File: src/rtl/irq_ctrl.sv
// Vectored interrupt controller for the RISC5 CPU: edge-detected sources, mask,
// global enable, fixed priority (bit 0 highest) and in-service tracking via intack/rti.
module irq_ctrl #(
  parameter int unsigned num_irq = 8
) (
  input  logic               clk,
  input  logic               rst_n,
  input  logic               stb,
  input  logic               we,
  input  logic               addr,
  input  logic [31:0]        data_in,
  input  logic [num_irq-1:0] src,
  input  logic               intack,
  input  logic               rti,
  output logic [31:0]        data_out,
  output logic               ack,
  output logic               irq,
  output logic [2:0]         cur_src
);

  localparam logic [7:0] SRC_MASK = 8'((9'd1 << num_irq) - 9'd1);

  logic [num_irq-1:0] s1_q, s2_q, s3_q;
  logic [7:0]         mask_q, mask_d;
  logic [7:0]         pend_q, pend_d;
  logic               gen_q, gen_d;
  logic               insvc_q, insvc_d;
  logic               spur_q, spur_d;
  logic [2:0]         cur_q, cur_d;

  logic [7:0] src_rise;
  logic [7:0] eligible;
  logic [7:0] set_bits;
  logic [7:0] clr_bits;
  logic [2:0] sel;
  logic       has_elig;
  logic       wr_ctrl, wr_stat;
  logic       unused_data;

  assign src_rise = 8'(s2_q & ~s3_q);
  assign eligible = pend_q & mask_q;
  assign has_elig = |eligible;
  assign wr_ctrl  = stb & we & ~addr;
  assign wr_stat  = stb & we & addr;

  assign unused_data = ^data_in[30:8];

  // Lowest eligible index wins; selection is 7 when nothing is eligible (spurious acknowledge).
  always_comb begin
    sel = 3'd7;
    for (int i = 7; i >= 0; i--) begin
      if (eligible[i]) sel = 3'(i);
    end
  end

  always_comb begin
    set_bits = src_rise;
    clr_bits = 8'h00;
    if (wr_stat) begin
      if (data_in[31]) set_bits = set_bits | data_in[7:0];
      else             clr_bits = data_in[7:0];
    end
    if (intack && has_elig) clr_bits = clr_bits | (8'h01 << sel);
  end

  // Sets are OR-ed in after clears so a coincident event is never lost.
  always_comb begin
    mask_d  = mask_q;
    gen_d   = gen_q;
    insvc_d = insvc_q;
    spur_d  = spur_q;
    cur_d   = cur_q;
    pend_d  = ((pend_q & ~clr_bits) | set_bits) & SRC_MASK;
    if (wr_ctrl) begin
      mask_d = data_in[7:0] & SRC_MASK;
      gen_d  = data_in[31];
    end
    if (rti) begin
      insvc_d = 1'b0;
      spur_d  = 1'b0;
    end
    if (intack) begin
      insvc_d = 1'b1;
      cur_d   = sel;
      spur_d  = ~has_elig;
    end
  end

  always_ff @(posedge clk or negedge rst_n) begin
    if (!rst_n) begin
      s1_q    <= '0;
      s2_q    <= '0;
      s3_q    <= '0;
      mask_q  <= 8'h00;
      pend_q  <= 8'h00;
      gen_q   <= 1'b0;
      insvc_q <= 1'b0;
      spur_q  <= 1'b0;
      cur_q   <= 3'd0;
    end else begin
      s1_q    <= src;
      s2_q    <= s1_q;
      s3_q    <= s2_q;
      mask_q  <= mask_d;
      pend_q  <= pend_d;
      gen_q   <= gen_d;
      insvc_q <= insvc_d;
      spur_q  <= spur_d;
      cur_q   <= cur_d;
    end
  end

  always_comb begin
    data_out = 32'h0;
    if (stb) begin
      if (addr) data_out = {insvc_q, spur_q, 27'b0, cur_q};
      else      data_out = {gen_q, 15'b0, pend_q, mask_q};
    end
  end

  assign ack     = stb;
  assign irq     = gen_q & ~insvc_q & has_elig;
  assign cur_src = cur_q;

endmodule

File: config.mk
export PLATFORM = sky130hd
export DESIGN_NAME = irq_ctrl
export DESIGN_NICKNAME = d
export VERILOG_FILES = /design/src/rtl/irq_ctrl.sv
export SDC_FILE = /design/constraint.sdc
export NUM_CORES = 1
export LEC_CHECK = 0
export ABC_CLOCK_PERIOD_IN_PS = 1700
export CAP_MARGIN = 20
export CORE_ASPECT_RATIO = 0.9
export CORE_MARGIN = 10
export CORE_UTILIZATION = 38
export DETAILED_ROUTE_END_ITERATION = 6
export PLACE_DENSITY = 0.84
export SLEW_MARGIN = 20
export SYNTH_ARGS = -nofsm -noshare
export SYNTH_HDL_FRONTEND = slang
export SYNTH_SLANG_ARGS = --single-unit
export TNS_END_PERCENT = 100
File: constraint.sdc
create_clock -name clk -period 1.7 [get_ports clk]
set_input_delay 0.255 -clock clk [delete_from_list [all_inputs] [get_ports clk]]
set_output_delay 0.255 -clock clk [all_outputs]
set_load 0.01 [all_outputs]
; ---- Yosys cells after proc, flatten, opt, wreduce, memory -nomap -nowiden
; Cells that the tools add are included.
[word_totals]
inputBits = 47
out_inout_bits = 37
register_bits = 46
word_cells = 46
[classes]
n_mux = 17
n_shift = 1
n_bitwise = 16
reduce_logical = 3
[op_table]
columns = operator, n
row1 = 2-to-1 mux 32 bit, 2
row2 = 2-to-1 mux 8 bit, 5
row3 = bitwise AND 8 bit, 3
row4 = OR 8 bit, 3
row5 = inverter 8 bit, 2
row6 = 2-to-1 mux 3 bit, 4
row7 = OR reduction 8 bit, 1
row8 = << shifter 1 x 3 -> 8 bit (first input constant), 1
row9 = bitwise AND 1 bit, 5
row10 = 2-to-1 mux 1 bit, 4
row11 = 2-to-1 mux 2 bit, 2
row12 = inverter 1 bit, 3
row13 = nonzero test 2 bit, 1
row14 = logical AND 1 bit, 1

; ---- Logic depth before layout (Yosys ltp)
; Gate-level depths: netlist (run 1).
[logic_depth]
ltp_word = 14
depth_mapped = 6
mapped_depth_nobuf = 5

; ---- Worst setup path after synthesis (run 1)
; OpenSTA, ideal clock, no wires.
[synth_timing]
path_type = register -> register
startpoint = register pend_q[1]
endpoint = register pend_q[6]
period_less_slack_ns = 1.480
setup_slack_ns = 0.220
n_path_buf = 0
setup_ns = 0.126
path_stages_with_launch = 6
t_required_ns = 1.574
arrival_time_ns = 1.354
path_cell_list = dfrtp_1 a22oi_2 nand3_1 nor3b_2 nand2b_1 a221o_1
[synth_via]
elab_chain_cells = 9
elab_cells_between_ends = 11
[synth_lines]
columns = element, line
row1 = "start, declared", 25  ; logic [7:0] pend_q, pend_d;
row2 = "start signal, assigned", 105  ; pend_q <= pend_d;
row3 = bitwise AND 8 bit *, 41  ; assign eligible = pend_q & mask_q;
row4 = 2-to-1 mux 3 bit (2 in a row), 52  ; if (eligible[i]) sel = 3'(i);
row5 = << shifter 1 x 3 -> 8 bit, 63  ; if (intack && has_elig) clr_bits = clr_bits | (8'h01 << sel);
row6 = OR 8 bit, 63
row7 = 2-to-1 mux 8 bit *, 63
row8 = inverter 8 bit *, 73  ; pend_d = ((pend_q & ~clr_bits) | set_bits) & SRC_MASK;
row9 = bitwise AND 8 bit *, 73
row10 = OR 8 bit *, 73
row11 = net pend_d[6], 25
; Mark *: on every way through the listed nets, which the timed path passes. The rest lies on a longest branch.
; A chain may end at the register's enable or synchronous reset.

; ---- Worst setup path after layout (run 1)
[layout_timing]
startpoint = register pend_q[6]
endpoint = register pend_q[3]
[layout_via]
elab_chain_cells = 14
elab_cells_between_ends = 16
[layout_lines]
columns = element, line
row1 = bitwise AND 8 bit *, 41
row2 = 2-to-1 mux 1 bit, 52
row3 = 2-to-1 mux 2 bit (2 in a row), 52
row4 = 2-to-1 mux 3 bit (4 in a row), 52
row5 = << shifter 1 x 3 -> 8 bit, 63
row6 = OR 8 bit, 63
row7 = 2-to-1 mux 8 bit *, 63
row8 = inverter 8 bit *, 73
row9 = bitwise AND 8 bit *, 73
row10 = OR 8 bit *, 73
row11 = net pend_d[3], 25
; Marked as above.

==> results of run 1 <==
[registers in the layout, summed over array words and instances, names as in the netlist]
| register | count |
|---|---|
| s3_q | 8 |
| spur_q | 1 |
| insvc_q | 1 |
| cur_src | 3 |
| mask_q | 8 |
| s1_q | 8 |
| s2_q | 8 |
| pend_q | 8 |
| gen_q | 1 |
[layout by cell type (no fill, tap or decap), types with 2 or more instances in the layout]
| cell type | count |
|---|---|
| inv_1 | 9 |
| o211ai_1 | 2 |
| nor3b_2 | 2 |
| a221oi_1 | 2 |
| nor2b_1 | 8 |
| buf_6 | 4 |
| clkdlybuf4s50_1 | 25 |
| dlygate4sd2_1 | 6 |
| buf_4 | 28 |
| mux2i_1 | 4 |
| buf_2 | 3 |
| a21oi_1 | 3 |
| nand2_1 | 14 |
| a22oi_2 | 3 |
| o21ai_0 | 4 |
| nor2_1 | 2 |
| clkbuf_2 | 12 |
| a221o_1 | 4 |
| conb_1 | 14 |
| clkbuf_8 | 8 |
| and2_1 | 14 |
| nand3_1 | 2 |
| mux2_2 | 10 |
| dfrtp_1 | 46 |
| and3_1 | 2 |
| a21boi_0 | 3 |
| nand2b_1 | 2 |
[stage by stage]
| step | instances | power (uW) | utilization |
|---|---|---|---|
| final | 317 | 3040 | 0.563 |
| after global routing | 317 | 3210 | 0.563 |
| after CTS | 315 | 3010 | 0.568 |
| after detailed placement | 304 | 2260 | 0.539 |
| after global placement | 304 | 2230 | 0.539 |
| after floorplan | 183 | 1780 | - |
[per-layer routing]
metal | vias to the layer above | GRT usage | part of all wire
met2 | 62 | 0.189 | 0.48
met5 | - | 0 | 0
met4 | 0 | 0.0198 | 0.0052
met3 | 5 | 0.0390 | 0.092
met1 | 726 | 0.142 | 0.42
li1 | 718 | - | -
[cells in the mapped netlist (2+ instances only)]
cell type  instances
a21boi_0           3
a21oi_1            3
a221o_1            4
a221oi_1           2
a22oi_1            3
and2_1            14
and3_1             2
buf_2              2
buf_4             15
clkbuf_1           2
dfrtp_1           46
inv_1              9
mux2_2            10
mux2i_1            4
nand2_1           14
nand2b_1           2
nand3_1            3
nor2_1             2
nor2b_1            9
o211ai_1           2
o21ai_0            4
[worst paths after layout]
kind | startpoint | depth (start not counted) | to | slack [ps]
min in group asynchronous | rst_n | 2 | mask_q[7]$_DFFE_PN0P_ | 440
min | s1_q[1]$_DFF_PN0_ | 0 | s2_q[1]$_DFF_PN0_ | 350
max | pend_q[6]$_DFF_PN0_ | 5 | pend_q[3]$_DFF_PN0_ | 10
max reg2reg | pend_q[6]$_DFF_PN0_ | 5 | pend_q[3]$_DFF_PN0_ | 10
max in group asynchronous | rst_n | 3 | s2_q[0]$_DFF_PN0_ | 760
min reg2reg | s1_q[1]$_DFF_PN0_ | 0 | s2_q[1]$_DFF_PN0_ | 350
[power breakdown]
part	switching [uW]	leakage, uW	internal, uW
Sequential	96.2	0.000529	1240
Clock	333	0.0000575	410
Combinational	435	0.000739	525
[cells by family (layout without fill, tap and decap cells)]
logic type	Yosys count	after routing
and+or+nand+nor	52	52
DFF	46	46
AOI/OAI and AO/OA	29	29
buffers and inverters	28	97
muxes	14	14
other	1	14
[repair_timing]
| action | 4_1_cts | 5_1_grt |
|---|---|---|
| setup buffers | 1 | 2 |
| gates cloned | 1 | 0 |
| endpoints found under the setup margin | 20 | 18 |
| resized for setup | 46 | 19 |
| hold endpoints to repair | 18 | 0 |
| hold buffers | 1 | 0 |
| pin swaps | 1 | 3 |
[area by class of cell]
cell class | count | area, sq um | share of cell area
Inverter | 9 | 33.8 | 0.0120
Timing Repair Buffer | 80 | 663 | 0.236
Multi-Input combinational cell | 109 | 766 | 0.273
Tap cell | 65 | 81.3 | 0.0290
Clock buffer | 8 | 110 | 0.0393
Sequential cell | 46 | 1150 | 0.410
==> results.py, run 1 <==
metrics = {
    "finish": {
        "antennaDiodeCount": 0,
        "fillers": 445,
        "syn_to_final_growth_pct": 40.2,
        "drive_gt1_frac": 0.310,
        "final_area_sq_mm": 0.00281,
        "layout.nets": 298,
    },
    "route": {
        "drt_iter0_drc": 87,
        "remaining_drc_errors": 0,
        "wl_per_cell_um": 15.7,
        "vias": 1511,
        "drtPass1Iterations": 4,
        "via_per_inst": 4.77,
        "routed_wl_um": 4990,
        "drtAntennaViolNets": 0,
    },
    "global_route": {
        "antenna_found_initial": 0,
        "grt_pass1_vias": 1534,
        "grt_overflow": 0,
        "grt_start_max_net_pins": 29,
        "grt.total_usage": 0.114,
        "grt_pass1_wl_um": 7700,
    },
    "setup_path": {
        "endpoint_kind": "register",
        "critPathBufInv": 1,
        "crit_fanout": 7,
        "crit_type": "register to register",
        "critical-path-slowest-cell": "dfrtp_1",
        "crit_family": "compound AO/OA/AOI/OAI gates",
        "critPathArrivalTime_ps": 1850,
        "path_cells": "buf_4 > a32o_1 > a31oi_4 > nand4_1 > a221o_1",
        "slowest_delay_ps": 400,
        "critPathLaunchType": "register",
        "crit_required_ps": 1870,
    },
    "timing": {
        "fin_setup_tns_ps": 0,
        "layout_setup_ws_ps": 13.0,
        "slew_violations": 0,
        "final.setup_skew_ps": 8.64,
        "hold_ws_ps": 347,
        "rsz0062_at_grt": "true",
        "layout_worst_path_cycle_share": 0.992,
        "hold_viol_final": 0,
        "setup_violations": 0,
        "period_needed_ps": 1690,
        "max_freq_ghz": 0.593,
    },
    "job": {
        "maxCapViolCount": 0,
    },
    "pwr": {
        "p_per_area_mw_per_mm2": 1080,
        "peakVddDrop_uv": 543,
        "p_leak_uw": 0.00133,
    },
    "synth": {
        "synthMuxAreaShare": 0.0763,
        "synth_area_sq_mm": 0.00200,
        "synthAdderAreaFrac": 0,
        "synth_top_flop_cell": "dfrtp_1",
        "synthArstFlopShare": 1.00,
        "syn_area_per_cell_sq_um": 11.8,
        "yosys_warnings": 0,
        "synth_top_area_cell": "dfrtp_1",
        "synth_edf_count": 0,
        "synth_top_area_share": 0.575,
        "yosys.area_share.simple": 0.146,
        "synthTopCellsByArea": "dfrtp_1 58%, buf_4 5.6%, mux2_2 5.6%",
        "netlist-cell-type-count": 36,
        "ys_ff_latch": 46,
        "synth_top_family_by_area": "simple AND/OR/NAND/NOR gates",
        "synth_cells": 170,
        "yosysSeqAreaShare": 0.575,
        "synth-compound-area-share": 0.118,
        "synthXorXnorAreaFrac": 0,
    },
    "clocking": {
        "clock-sinks": 46,
        "clkLatencyLatePin_ps": 290,
        "tritoncts.num_buffers": 5,
        "cts-root-buf": "clkbuf_8",
        "cts_buffer_depth": 2,
        "tritoncts": "yes",
        "htreeDepth": 2,
        "clkTransAtPathRegs_ps": 80,
    },
    "floorplan": {
        "initial_core_util": 0.401,
        "rows": 24,
        "die_y_um": 88.8,
        "io_pins": 84,
        "coreArea_sq_mm": 0.00498,
        "dieArea_sq_mm": 0.00857,
        "die_x_um": 96.5,
    },
    "placed_design": {
        "hpwlAfterDp_um": 3690,
        "io_buffer_count": 46,
        "gp_congestion": 0.882,
        "post-place-ws_ps": -312,
        "place_area_sq_mm": 0.00269,
    },
    "status": {
        "status": "complete, no violations",
    },
    "hold_path": {
        "hold_class": "register to register",
    },
}
Note: power is estimated with default switching activity, not from simulation.
==> run 2: changes to the inputs <==
- CAP_MARGIN: 20 -> default
- SLEW_MARGIN: 20 -> 10
==> results of run 2 <==
The final DEF is identical to that of run 1; final timing and power are the same.
